$ cat src/rtl/fifo_pkg.sv
// Shared constants and helpers for the synchronous FIFO.
// Read-mode selectors and the threshold comparison used by the flag logic and its assertions.
package fifo_pkg;

  localparam int FIFO_STD  = 0;
  localparam int FIFO_FWFT = 1;

  // True when a word count has reached a threshold.
  function automatic bit fill_ge(input int fill, input int th);
    return fill >= th;
  endfunction

  // Legal parameter combination for a FIFO of 2**asize words.
  function automatic bit params_ok(input int asize, input int afull_th, input int aempty_th);
    int depth;
    if (asize < 1) return 1'b0;
    depth = 1 << asize;
    return (afull_th >= 1) && (afull_th <= depth) &&
           (aempty_th >= 0) && (aempty_th < depth);
  endfunction

endpackage

$ cat src/rtl/fifo_mem.sv
// FIFO storage: DEPTH x DSIZE register array, one synchronous write port,
// one combinational read port, no reset.
module fifo_mem #(
  parameter int DSIZE = 8,
  parameter int ASIZE = 4
) (
  input  logic             clk,
  input  logic             we,
  input  logic [ASIZE-1:0] waddr,
  input  logic [DSIZE-1:0] wdata,
  input  logic [ASIZE-1:0] raddr,
  output logic [DSIZE-1:0] rdata
);

  logic [DSIZE-1:0] mem [2**ASIZE];

  always_ff @(posedge clk) begin
    if (we) mem[waddr] <= wdata;
  end

  assign rdata = mem[raddr];

endmodule

$ cat src/rtl/sync_fifo.sv
// Single-clock FIFO with registered status flags, sticky overflow/underflow
// and selectable standard or first-word-fall-through read mode.
module sync_fifo
  import fifo_pkg::*;
#(
  parameter int DSIZE     = 8,
  parameter int ASIZE     = 4,
  parameter int FWFT      = 0,
  parameter int AFULL_TH  = (1 << ASIZE) - 2,
  parameter int AEMPTY_TH = 2
) (
  input  logic             i_clk,
  input  logic             i_rst_n,
  input  logic             i_wr,
  input  logic [DSIZE-1:0] i_wdata,
  output logic             o_wfull,
  output logic             o_walmost_full,
  input  logic             i_rd,
  output logic [DSIZE-1:0] o_rdata,
  output logic             o_rempty,
  output logic             o_ralmost_empty,
  output logic [ASIZE:0]   o_fill,
  output logic             o_overflow,
  output logic             o_underflow,
  input  logic             i_clr_err
);

  localparam int DEPTH = 1 << ASIZE;
  localparam logic [ASIZE:0]   FILL_ONE  = (ASIZE+1)'(1);
  localparam logic [ASIZE:0]   FILL_FULL = (ASIZE+1)'(DEPTH);
  localparam logic [ASIZE-1:0] PTR_ONE   = ASIZE'(1);

  if (!params_ok(ASIZE, AFULL_TH, AEMPTY_TH)) begin : g_bad_params
    $fatal(1, "sync_fifo: illegal ASIZE/AFULL_TH/AEMPTY_TH combination");
  end

  logic             wr_ok;
  logic             rd_ok;
  logic [ASIZE-1:0] wptr;
  logic [ASIZE-1:0] rptr;
  logic [ASIZE:0]   fill_nxt;
  logic [DSIZE-1:0] mem_rdata;

  // A full FIFO drops writes even when a read frees a slot in the same cycle.
  assign wr_ok = i_rst_n & i_wr & ~o_wfull;
  assign rd_ok = i_rst_n & i_rd & ~o_rempty;

  fifo_mem #(
    .DSIZE (DSIZE),
    .ASIZE (ASIZE)
  ) u_mem (
    .clk   (i_clk),
    .we    (wr_ok),
    .waddr (wptr),
    .wdata (i_wdata),
    .raddr (rptr),
    .rdata (mem_rdata)
  );

  always_comb begin
    fill_nxt = o_fill;
    case ({wr_ok, rd_ok})
      2'b10:   fill_nxt = o_fill + FILL_ONE;
      2'b01:   fill_nxt = o_fill - FILL_ONE;
      default: fill_nxt = o_fill;
    endcase
  end

  // Pointers, count and flags all derive from the same next-fill value.
  always_ff @(posedge i_clk or negedge i_rst_n) begin
    if (!i_rst_n) begin
      wptr            <= '0;
      rptr            <= '0;
      o_fill          <= '0;
      o_wfull         <= 1'b0;
      o_rempty        <= 1'b1;
      o_walmost_full  <= 1'b0;
      o_ralmost_empty <= 1'b1;
    end else begin
      if (wr_ok) wptr <= wptr + PTR_ONE;
      if (rd_ok) rptr <= rptr + PTR_ONE;
      o_fill          <= fill_nxt;
      o_wfull         <= (fill_nxt == FILL_FULL);
      o_rempty        <= (fill_nxt == '0);
      o_walmost_full  <= fill_ge(int'(fill_nxt), AFULL_TH);
      o_ralmost_empty <= !fill_ge(int'(fill_nxt), AEMPTY_TH + 1);
    end
  end

  // Sticky error flags: a new error wins over a simultaneous clear.
  always_ff @(posedge i_clk or negedge i_rst_n) begin
    if (!i_rst_n) begin
      o_overflow  <= 1'b0;
      o_underflow <= 1'b0;
    end else begin
      o_overflow  <= (i_wr & o_wfull)  | (o_overflow  & ~i_clr_err);
      o_underflow <= (i_rd & o_rempty) | (o_underflow & ~i_clr_err);
    end
  end

  if (FWFT == FIFO_FWFT) begin : g_fwft
    assign o_rdata = mem_rdata;
  end else begin : g_std
    logic [DSIZE-1:0] rdata_p1;

    always_ff @(posedge i_clk or negedge i_rst_n) begin
      if (!i_rst_n)   rdata_p1 <= '0;
      else if (rd_ok) rdata_p1 <= mem_rdata;
    end

    assign o_rdata = rdata_p1;
  end

  a_fill_range: assert property (@(posedge i_clk) disable iff (!i_rst_n)
    int'(o_fill) <= DEPTH);
  a_afull: assert property (@(posedge i_clk) disable iff (!i_rst_n)
    o_walmost_full == fill_ge(int'(o_fill), AFULL_TH));
  a_aempty: assert property (@(posedge i_clk) disable iff (!i_rst_n)
    o_ralmost_empty == !fill_ge(int'(o_fill), AEMPTY_TH + 1));
  a_full_empty: assert property (@(posedge i_clk) disable iff (!i_rst_n)
    !(o_wfull && o_rempty));

endmodule

$ cat config.mk
export PLATFORM = sky130hd
export DESIGN_NAME = sync_fifo
export DESIGN_NICKNAME = d
export VERILOG_FILES = /design/src/rtl/fifo_pkg.sv /design/src/rtl/fifo_mem.sv /design/src/rtl/sync_fifo.sv
export SDC_FILE = /design/constraint.sdc
export NUM_CORES = 1
export LEC_CHECK = 0
export ABC_CLOCK_PERIOD_IN_PS = 3900
export BUFFER_PORTS_ARGS = -buffer_cell sky130_fd_sc_hd__clkbuf_2
export CORE_ASPECT_RATIO = 0.5
export CORE_MARGIN = 2
export CORE_UTILIZATION = 49
export CTS_CLUSTER_SIZE = 24
export DETAILED_ROUTE_END_ITERATION = 16
export PLACE_DENSITY = 0.66
export SLEW_MARGIN = 5
export SYNTH_ARGS = -nofsm -noshare
export SYNTH_HDL_FRONTEND = slang
export SYNTH_HIERARCHICAL = 1
export SYNTH_SLANG_ARGS = --single-unit
$ cat constraint.sdc
create_clock -name i_clk -period 3.9 [get_ports i_clk]
set_clock_uncertainty 0.1 [all_clocks]
set_input_delay 0.195 -clock i_clk [delete_from_list [all_inputs] [get_ports i_clk]]
set_output_delay 0.195 -clock i_clk [all_outputs]
set_load 0.05 [all_outputs]
Word-level counts from Yosys, hierarchy flattened --
Memories as Yosys holds them, arrays and structs flattened. A register that Yosys moved wholly into a read port is not among the register bits. Index checks and enable logic that the tools add are counted.
Operators by class: reductions and logical operators 3, mux-type cells 3, bitwise operators 13, order comparisons 2, add/sub/neg operators 4, equal/unequal tests 3
Operators by type and width (number):
- 5-bit case mux with 2 select lines | 1
- 4-bit by 1-bit adder with 4-bit output (second input constant) | 2
- 1-bit AND | 8
- 5-bit by 1-bit adder with 5-bit output (second input constant) | 1
- 5-bit equality test (second input constant) | 1
- 5-bit by 2-bit greater-or-equal comparator with 1-bit output (second input constant) | 1
- 5-bit by 4-bit greater-or-equal comparator with 1-bit output (second input constant) | 1
- 5-bit zero test | 1
- 5-bit by 1-bit subtractor with 5-bit output (second input constant) | 1
- 1-bit NOT | 3
- 2-bit by 1-bit equality test with 1-bit output (second input constant) | 1
- 2-bit equality test (second input constant) | 1
- 1-bit zero test | 2
- 1-bit two-way mux | 2
- 1-bit bitwise OR | 2
Word-level totals: memories 1, output and inout bits 19, RAM bits 128, bits in registers 19
Memories:
- u_mem.mem | depth 16, bits a word 8, read ports 1, clocked after memory_dff 1, write ports 1, RTL line fifo_mem.sv:15 | logic [DSIZE-1:0] mem [2**ASIZE];

Longest topological paths before layout --
Gate-level depths: netlist of run 1.
word-level depth 6, gate-level depth with buffers 10, gate-level depth less buffers 10

Cells and area by module --
The synthesis of run 1 kept the hierarchy.
Modules (own cells, without submodules):
- fifo_mem | cells an instance 221, area each 4987.3 um^2, seq. area each 3843.7 um^2, instances 1
- sync_fifo | cells an instance 114, area each 1282.5 um^2, seq. area each 678.2 um^2, instances 1

Least setup slack after synthesis of run 1 --
OpenSTA, ideal clock, no wires.
kind reg2reg, start register o_rempty, end register o_ralmost_empty, required time 3695 ps, period minus slack after synthesis 2683 ps, stages on the path, launching flop included 10, arrival time 2478 ps, path slack 1217 ps, path through dfstp_2 nand3b_4 clkinv_2 clkbuf_1 ha_1 nor4b_2 nand3_1 a31oi_4 xor2_4 a2111oi_2
Between the ends: longest elaborated chain between the ends 6, elaborated cells between the ends (all ways) 7, classes of those cells order compare (1); eq/ne (2); mux (1); bitwise (2); reduce/logical (1)
RTL lines:
- start, declared | RTL line sync_fifo.sv:20 | output logic o_rempty,
- start signal, assigned | RTL line sync_fifo.sv:84 | o_rempty <= (fill_nxt == '0);
- 1-bit NOT * | RTL line sync_fifo.sv:46 | assign rd_ok = i_rst_n & i_rd & ~o_rempty;
- 1-bit AND * | RTL line sync_fifo.sv:46
- 2-bit by 1-bit equality test with 1-bit output / 2-bit equality test (equally long branches) | RTL line sync_fifo.sv:62 | case ({wr_ok, rd_ok})
- 5-bit case mux with 2 select lines * | RTL line sync_fifo.sv:62
- via fill_nxt[4] | RTL line sync_fifo.sv:41 | logic [ASIZE:0] fill_nxt;
- 5-bit by 2-bit greater-or-equal comparator with 1-bit output * | RTL line fifo_pkg.sv:10 | return fill >= th;
- 1-bit zero test * | RTL line sync_fifo.sv:86 | o_ralmost_empty <= !fill_ge(int'(fill_nxt), AEMPTY_TH + 1);
- end signal, assigned | RTL line sync_fifo.sv:86
- end, declared | RTL line sync_fifo.sv:21 | output logic o_ralmost_empty,
Mark *: on every way through the listed nets, which the timed path passes. The rest lies on a longest branch. A chain may end at the register's enable or synchronous reset.

Worst setup path in the final report of run 1 --
start input i_rst_n, end memory u_mem.mem[3][2] (enable)
Between the ends: longest elaborated chain between the ends 4
RTL lines:
- start, declared | RTL line sync_fifo.sv:13 | input logic i_rst_n,
- 1-bit AND (2 in a row) | RTL line sync_fifo.sv:45 | assign wr_ok = i_rst_n & i_wr & ~o_wfull;
- via wr_ok | RTL line sync_fifo.sv:37 | logic wr_ok;
- 1-bit two-way mux | RTL line fifo_mem.sv:18 | if (we) mem[waddr] <= wdata;
- 1-bit two-way mux (implied by the code) | RTL line fifo_mem.sv:18
- end, declared | RTL line fifo_mem.sv:15
The timed path passes the listed nets, and every way through them passes these cells.

==> results.md, run 1 <==
GRT:
- The via count of the first global-routing pass is roughly 3200.
- The maximum number of pins on one net before global-route repair is 35.
- The first-pass GRT wire length is 18600 um.
- The number of antenna violations at the first check in global routing is 0.
- The total routing resource utilization after global routing is 0.193.
- The total overflow left after global routing is 0.

Finish:
- The share of the core filled with cells in the final layout is 0.577.
- The ratio of cells with drive above 1 in the final layout is 0.269.
- The final antenna diode count is 0.
- At the end of the flow, the number of nets in the layout was between 400 and 500.
- The relative area change from synthesis to final layout is 15.8%.

Worst setup path:
- STA classifies the critical path startpoint as an input port.
- The worst setup path is captured at a register.
- The number of cells on the worst reg-to-reg path is 10.
- The cell with the largest stage delay on the worst path is sky130_fd_sc_hd__nor2_1.
- The delay of the slowest cell on the worst path is between 500 and 600 ps.
- The start-to-end type of the worst setup path is in2reg.
- STA puts the critical path data arrival time at between 2000 and 3000 ps.
- The kind of cell with the highest combined delay on the critical path is buffers and inverters.
- In this run the worst path has a maximum fanout of 16.
- The critical path contains buffers and inverters numbering 4 combined.
- The number of stages on the worst setup path is 7.
- Traced cell by cell, the critical path runs through dlygate4sd3_1 -> clkbuf_2 -> buf_4 -> nand2_1 -> inv_1 -> or3b_2 -> nor2_1.
- The required time reported for the critical path endpoint is 3850 ps.

Floorplan:
- The floorplan die height is 84.0 um.
- The die covers between 0.01 and 0.015 mm^2.
- The die outline width is 164 um.
- The standard-cell row count is 29.
- The number of top-level design ports is 32.
- The core region is 0.0126 mm^2.
- The initial utilization of the core area, before any placement, comes to 0.498.

Clock network:
- The buffer depth of the longest clock path is 2.
- The number of instances resized during post-cts repair is 0.
- The number of setup buffers added after CTS is 0.
- Hold repair after CTS inserted 4 buffers.
- The root cell of the clock tree is sky130_fd_sc_hd__clkbuf_16.
- The insertion delay to the later sink of the worst-skew pair is 420 ps.
- The clock transition time at the flip-flop clock pins of the worst setup and hold paths is approximately 60 ps.
- The clock sink count is 155.
- The CTS buffer count is 17.
- TritonCTS built the clock tree.
- The H-tree was split into 4 levels.

Place:
- The HPWL after detailed placement is 7900 um.
- The routability congestion estimate is about 0.77.
- Buffers placed on the I/O ports in this run total 31.

Synth:
- Of the total synthesized cell area, the portion taken by AND, OR, NAND and NOR gates is 0.0690.
- The portion of netlist area occupied by mux cells is 0.127.
- The synthesized instance count is 335.
- In the post-synthesis netlist, the cell with the most instances is sky130_fd_sc_hd__edfxtp_1.
- The yosys synthesis warning count is 6.
- In the synthesized netlist the dominant register cell turns out to be sky130_fd_sc_hd__edfxtp_1.
- The mapped cell area is 0.00627 mm^2.
- In the synthesized netlist the async set-or-reset flop fraction comes to 0.174.
- The share of synthesized cell area in full adder, half adder and majority cells is 0.00798.
- The number of flops mapped to enable cells by yosys is 128.
- The synthesized netlist net count is approximately 350.
- The cell type with the highest aggregate area in the netlist is sky130_fd_sc_hd__edfxtp_1.
- The total of flip-flops plus latches after synthesis is 155.
- Yosys attributes the largest share of cell area to sky130_fd_sc_hd__edfxtp_1 (61%), sky130_fd_sc_hd__dfrtp_1 (10%), sky130_fd_sc_hd__mux4_2 (6.5%).
- Of the total synthesized cell area, the portion taken by XOR and XNOR cells is 0.0196.
- The synthesized-area fraction occupied by ao, oa, aoi and oai cells came to 0.0365.
- The sequential fraction of the synthesis area is 0.721.
- By count the netlist is led by sky130_fd_sc_hd__edfxtp_1 (128), sky130_fd_sc_hd__nand2_1 (42), sky130_fd_sc_hd__dfrtp_1 (25).
- A synthesized cell averages 18.7 um^2.
- After synthesis, the largest family of logic cells by area is multiplexers.
- Counting distinct cell types in the post-synthesis netlist gives 46.
- Of the post-synthesis cell area, the dominant cell type holds 0.613.

Pwr:
- In this run the power spent charging and discharging nets is about 1.9 mW.
- The share of total power in sequential cells is 0.404.
- The share of total power dissipated in combinational logic is 0.290.
- VDD sags by at most roughly 0.56 mV.
- For this design the ratio of total power to cell area is 765 mW/mm^2.
- Of the total power, the share spent switching nets is 0.344.
- The internal power contribution is approximately 3.6 mW.
- The power share of the clock group is 0.306.
- The leakage component of the power is ~2.6 nW.

Detailed routing:
- The routed layout has approximately 3200 vias.
- For this run, the detailed router's first-pass iteration total came to 4.
- The average routed wire per standard cell is about 21 um.
- The sum of routed wire length over all layers is 12100 um.
- The via density per instance is around 5.7.
- In this run, the number of DRC markers left after iteration 0 of detailed routing was between 200 and 300.
- The antenna violation net count after detailed routing is 0.
- In the routed design, unresolved DRC markers number 0.

STA:
- The worst pin sits at a relative slew slack of 0.391.
- The number of failing setup endpoints in the final timing report is 0.
- Adding up every negative setup slack in the final design gives 0 ps.
- Dividing the final minimum period by the clock period gives 0.744.
- Counting I/O delays and the setup requirement, the final critical path takes 2900 ps.
- The max-slew violation count is 0.
- Setup repair after global routing left no endpoint under its margin.
- For the pin with the worst max-slew slack, the measured transition is just over 900 ps.
- Based on the critical path, the design can be clocked at up to about 340 MHz.
- The number of hold violations in the final report came to 0.

Status:
- The run finished with clean final reports.

Hold path:
- The worst min-delay path category is in2async.

Flow run:
- The tool flagged a number of max-cap violations equal to 0.
-- worst register-to-register path, delay by kind of cell (launching register included) --
kind	cells	cell delay [ps]
buffers and inverters	1	210
AOI/OAI and AO/OA	2	580
xor gates and xnor gates	2	240
adders and majority gates	1	220
and+or+nand+nor	4	770
DFF	1	540
-- area by class of cell --
| class | count | area [um^2] |
|---|---|---|
| tap | 170 | 213 |
| inverter | 6 | 23.8 |
| timing repair buffer | 43 | 255 |
| fill | 913 | 5330 |
| multi-input combinational | 162 | 1630 |
| clock inverter | 15 | 190 |
| sequential | 155 | 4520 |
| clock buffer | 17 | 425 |
-- state kept, by name, indices dropped and copies added (netlist names) --
name and flops:
o_fill 5, o_rdata 8, o_underflow 1, o_rempty 1, o_overflow 1, wptr 4, rptr 4, u_mem/mem 128
o_wfull 1, o_ralmost_empty 1, o_walmost_full 1
-- power by group through the flow --
stage	sequential (mW)	combinational [mW]	clock (mW)
finish	2.24	1.61	1.70
global route	2.27	1.73	1.80
CTS	2.24	1.61	1.73
detailed placement	2.27	1.60	0
global placement	2.25	1.57	0
floorplan	2.46	0.988	0
-- routing by layer --
layer | vias to the layer above | routed length [um] | part of all wire | GRT usage
met2 | 119 | 5460 | 0.45 | 0.280
met3 | 25 | 779 | 0.064 | 0.0457
li1 | 1437 | - | - | -
met5 | - | 0 | 0 | 0
met1 | 1653 | 5580 | 0.46 | 0.275
met4 | 0 | 314 | 0.026 | 0.0957
-- placed cells by master, fill, tap and decap left out, drive strengths merged, types with 2 or more instances in the layout --
cell	Yosys	layout
dfstp	2	2
nor3	4	4
nand2b	3	3
ha	4	4
clkbuf	2	48
xnor2	9	9
o21ai	3	3
buf	7	8
dfrtp	25	25
bufinv	0	3
xor2	2	2
nor2b	2	2
and2b	2	2
nand2	42	42
inv	5	10
edfxtp	128	128
a22oi	16	16
mux4	32	32
nand3b	5	5
dlygate4sd3	0	4
nand4	2	2
nor4b	2	2
mux2	2	2
o22ai	2	2
clkinvlp	0	2
nand3	2	2
a21oi	3	3
clkinv	1	6
nor2	14	14
-- worst paths after layout --
kind                             from         endpoint  slack (ps)
setup / recovery              i_rst_n  u_mem/mem[3][2]        1000
hold / removal                i_rst_n       o_rdata[4]         110
setup reg to reg             o_rempty  o_ralmost_empty        1130
hold reg to reg               rptr[1]          rptr[1]         380
max in group asynchronous     i_rst_n  o_ralmost_empty        2990
min in group i_clk         i_wdata[0]  u_mem/mem[6][0]         120
-- metrics by stage --
stage	hold WS [ps]	instances	power, mW	area [um^2]	worst slack [ps]
after floorplan	-201	335	3.45	6270	1220
after global placement	1.55	532	3.82	6610	1210
after detailed placement	12.8	532	3.86	6610	1090
after CTS	99.6	568	5.59	7260	1000
after global routing	137	568	5.80	7260	788
final	106	568	5.55	7260	1000
-- cells by family after synthesis --
kind of cell | after synthesis
XOR/XNOR | 11
buffers and inverters | 18
AO/OA/AOI/OAI | 29
adder cells (fa/ha/maj) | 4
multiplexers | 34
flip-flops | 155
AND/OR/NAND/NOR | 84
Power figures use the tool's default switching activity.
==> inputs of run 2 (changes only) <==
- ABC_CLOCK_PERIOD_IN_PS: 3900 -> 2900
- clock period: 3.9 -> 2.9 ns (I/O delays scaled with it)
==> results.md, run 2 (synthesis results as in run 1) <==
Clock network:
- The root cell of the clock tree is sky130_fd_sc_hd__clkbuf_16.
- The buffer depth of the longest clock path is 2 (unchanged).
- The clock transition time at the flip-flop clock pins of the worst setup and hold paths is 60 ps (about the same).
- The CTS buffer count is 17 (unchanged).
- The CTS tree is built.
- The clock sink count is 155 (unchanged).
- The insertion delay to the later sink of the worst-skew pair is 420 ps (about the same).
- The number of levels the H-tree was split into is 4 (unchanged).

STA:
- The number of failing setup endpoints in the final timing report is 0 (unchanged).
- The max-slew violation count is 0 (unchanged).
- The hold slack is 56.3 ps (-49.3 ps).
- The worst path needs 2540 ps of the cycle, external delays included.
- The total negative setup slack was 0 ps (unchanged).
- The number of hold violations in the final report is 0 (unchanged).
- Setup repair after global routing left no endpoint under its margin.
- The transition time at the pin with the least slew margin is 694 ps (-215 ps).
- The relative max-transition margin is 0.536 (+0.145).
- Based on the critical path, the design can be clocked at up to between 300 and 400 MHz.
- In the finished design, the share of the clock period the worst path needs comes to 0.875.

GRT:
- The maximum number of pins on one net before global-route repair is 36 (+2.9%).
- The number of antenna violations at the first check in global routing is 0 (unchanged).
- The first-pass GRT wire length is 18700 um (+0.44%).
- The via count of the first global-routing pass was 3332 (+3.1%).
- The total routing resource utilization after global routing is 0.192 (-0.000697).
- The total global routing overflow came to 0 (unchanged).

Worst setup path:
- The critical path endpoint category is a register.
- The number of cells on the worst reg-to-reg path is 10 (unchanged).
- The cell repeated most along the worst path is sky130_fd_sc_hd__nor4b_2.
- The cell with the largest stage delay on the worst path is sky130_fd_sc_hd__dfstp_2.
- The critical path startpoint category is a register.
- The start-to-end type of the worst setup path is reg2reg.
- The kind of cell with the highest combined delay on the critical path is simple AND/OR/NAND/NOR gates.
- The delay of the slowest cell on the worst path is 540 ps (-50 ps).
- The critical-path maximum fanout is 14 (-2).
- The worst path arrival time is 2750 ps (-100 ps).
- The worst path buffer plus inverter count came to 1 (-3).
- The number of stages on the worst setup path came to 10 (+3).
- Walking the worst path, the cells encountered are nand3b_4 -> inv_4 -> nand2_2 -> xnor2_1 -> ha_1 -> nor4b_2 -> nand3_1 -> a31oi_4 -> xor2_4 -> nor4b_2.
- The required time reported for the critical path endpoint came to 3110 ps (-740 ps).

Pwr:
- The leakage component of the power is 2.67 nW (+3.1%).
- The power share of the clock group is 0.314 (+0.008).
- The post-layout total power is 7.59 mW (+37%).
- The switching part of the total is 0.331 (-0.0129).
- The share of total power in sequential cells is 0.386 (-0.018).
- The cell area power density was 1030 mW/mm^2 (+34%).
- The internal power contribution was 5.08 mW (+39%).
- The reported net switching power was 2.51 mW (+32%).
- The relative contribution of combinational cells to total power is 0.299 (+0.009).
- The worst IR drop on VDD is 0.698 mV (+25%).

Place:
- The number of placed instances, taps included is 545 (+2.4%).
- The count of input and output buffers came to 31 (unchanged).
- The routability congestion estimate is 0.800 (+4.0%).
- The detailed placement HPWL came to 7740 um (-2.0%).

Floorplan:
- The area inside the core boundary was 0.0126 mm^2 (unchanged).
- The die area is 0.0138 mm^2 (unchanged).
- The die outline width is 164 um (unchanged).
- The standard-cell row count is 29 (unchanged).
- The effective utilization at floorplan was 0.498 (unchanged).
- The floorplan die height is 84.0 um (unchanged).
- The number of top-level design ports is 32 (unchanged).

Detailed routing:
- The count of routing violations after the opening detailed-route iteration is 290 (+2.8%).
- The wire length on met2 was 5830 um (+6.7%).
- The met3 wire length came to 713 um (-8.5%).
- The via density per instance is 5.78 (+1.5%).
- The vias after detailed routing is 3351 (+3.6%).
- The sum of routed wire length over all layers was 12200 um (+0.92%).
- The met1 layer wirelength in the final routing is 5500 um (-1.3%).
- The final routed DRC violation total is 0 (unchanged).
- The average routed wire per standard cell is 21.1 um (-1.2%).
- The highest signal layer in the routed design is met4.
- The count of TritonRoute iterations in the first routing pass is 4 (unchanged).
- The antenna violation net count after detailed routing is 0 (unchanged).

Finish:
- In the layout the commonest cells are sky130_fd_sc_hd__edfxtp_1 (128), sky130_fd_sc_hd__nand2_1 (41), sky130_fd_sc_hd__clkbuf_2 (31), sky130_fd_sc_hd__dfrtp_1 (24), sky130_fd_sc_hd__buf_4 (20).
- Compared with the post-synthesis result, the final layout area differs by 18.1%.
- The final antenna diode count is 0 (unchanged).
- The share of the core filled with cells in the final layout is 0.588 (+0.0114).
- Leaving out fill and tap cells, the most frequent cell in the layout is sky130_fd_sc_hd__edfxtp_1.
- The filler-free cell count of the finished design is 580 (+2.1%).
- More flip-flops sit in one register than any other, and that register is u_mem/mem.
- The post-layout net count is 415 (+3.2%).
- The ratio of cells with drive above 1 in the final layout is 0.290 (+0.0214).
- The layout filler cell count is 904 (-0.99%).
- The flip-flop count of the largest register after layout is 128 (unchanged).

Flow run:
- The count of max-cap constraint violations is 0 (unchanged).

Hold path:
- The worst min-delay path category is in2reg.
- The worst hold path stage count is 1.

Status:
- The run finished with clean final reports.
-- run 2: changes by cell type in the layout (fill, tap and decap cells not counted), sizes merged --
cell,delta
buf,+13
clkinv,-2
inv,-2
clkinvlp,+1
bufinv,+2
-- run 2: worst paths after layout --
| check | slack [ps] | start | end |
|---|---|---|---|
| min in group asynchronous | 190 | i_rst_n | o_wfull |
| worst min-delay path | 60 | i_wdata[4] | u_mem/mem[15][4] |
| max in group asynchronous | 2250 | i_rst_n | o_ralmost_empty |
| worst min register to register | 390 | o_rdata[6] | o_rdata[6] |
| worst max-delay path | 360 | o_rempty | o_wfull |
| worst max register to register | 360 | o_rempty | o_wfull |
-- run 2: cell type report --
cell class | instances | area (um^2) | area share
well taps | 170 | 213 | 0.0287
clock buffers | 17 | 425 | 0.0575
flip-flops and latches | 155 | 4520 | 0.611
multi-input cells | 162 | 1630 | 0.221
inverters | 6 | 25.0 | 0.00338
clock inverters | 14 | 220 | 0.0297
repair buffers | 56 | 365 | 0.0493
-- run 2: metrics by stage --
stage	area (um^2)	setup slack, ps
finish	7400	362
floorplan	6270	217
CTS	7400	162
global route	7400	169
global placement	6720	397
detailed placement	6720	241
-- run 2: routing by layer --
layer,track usage,vias to the layer above
met4,0.0750,0
met3,0.0522,21
li1,-,1457
met5,0,-
met2,0.297,127
met1,0.262,1746
-- run 2: power groups by stage --
stage	Combinational [mW]	Sequential [mW]	Clock (mW)
after global placement	2.22	2.95	0
after floorplan	1.33	3.31	0
final	2.27	2.93	2.39
after CTS	2.29	2.93	2.43
after global routing	2.43	2.96	2.53
after detailed placement	2.26	2.97	0
-- run 2: repair_timing --
action | in CTS | in global routing
setup buffers | 0 | 0
hold endpoints to repair | 29 | 0
endpoints found under the setup margin | 0 | 1
resized for setup | 0 | 2
hold buffers | 4 | 0
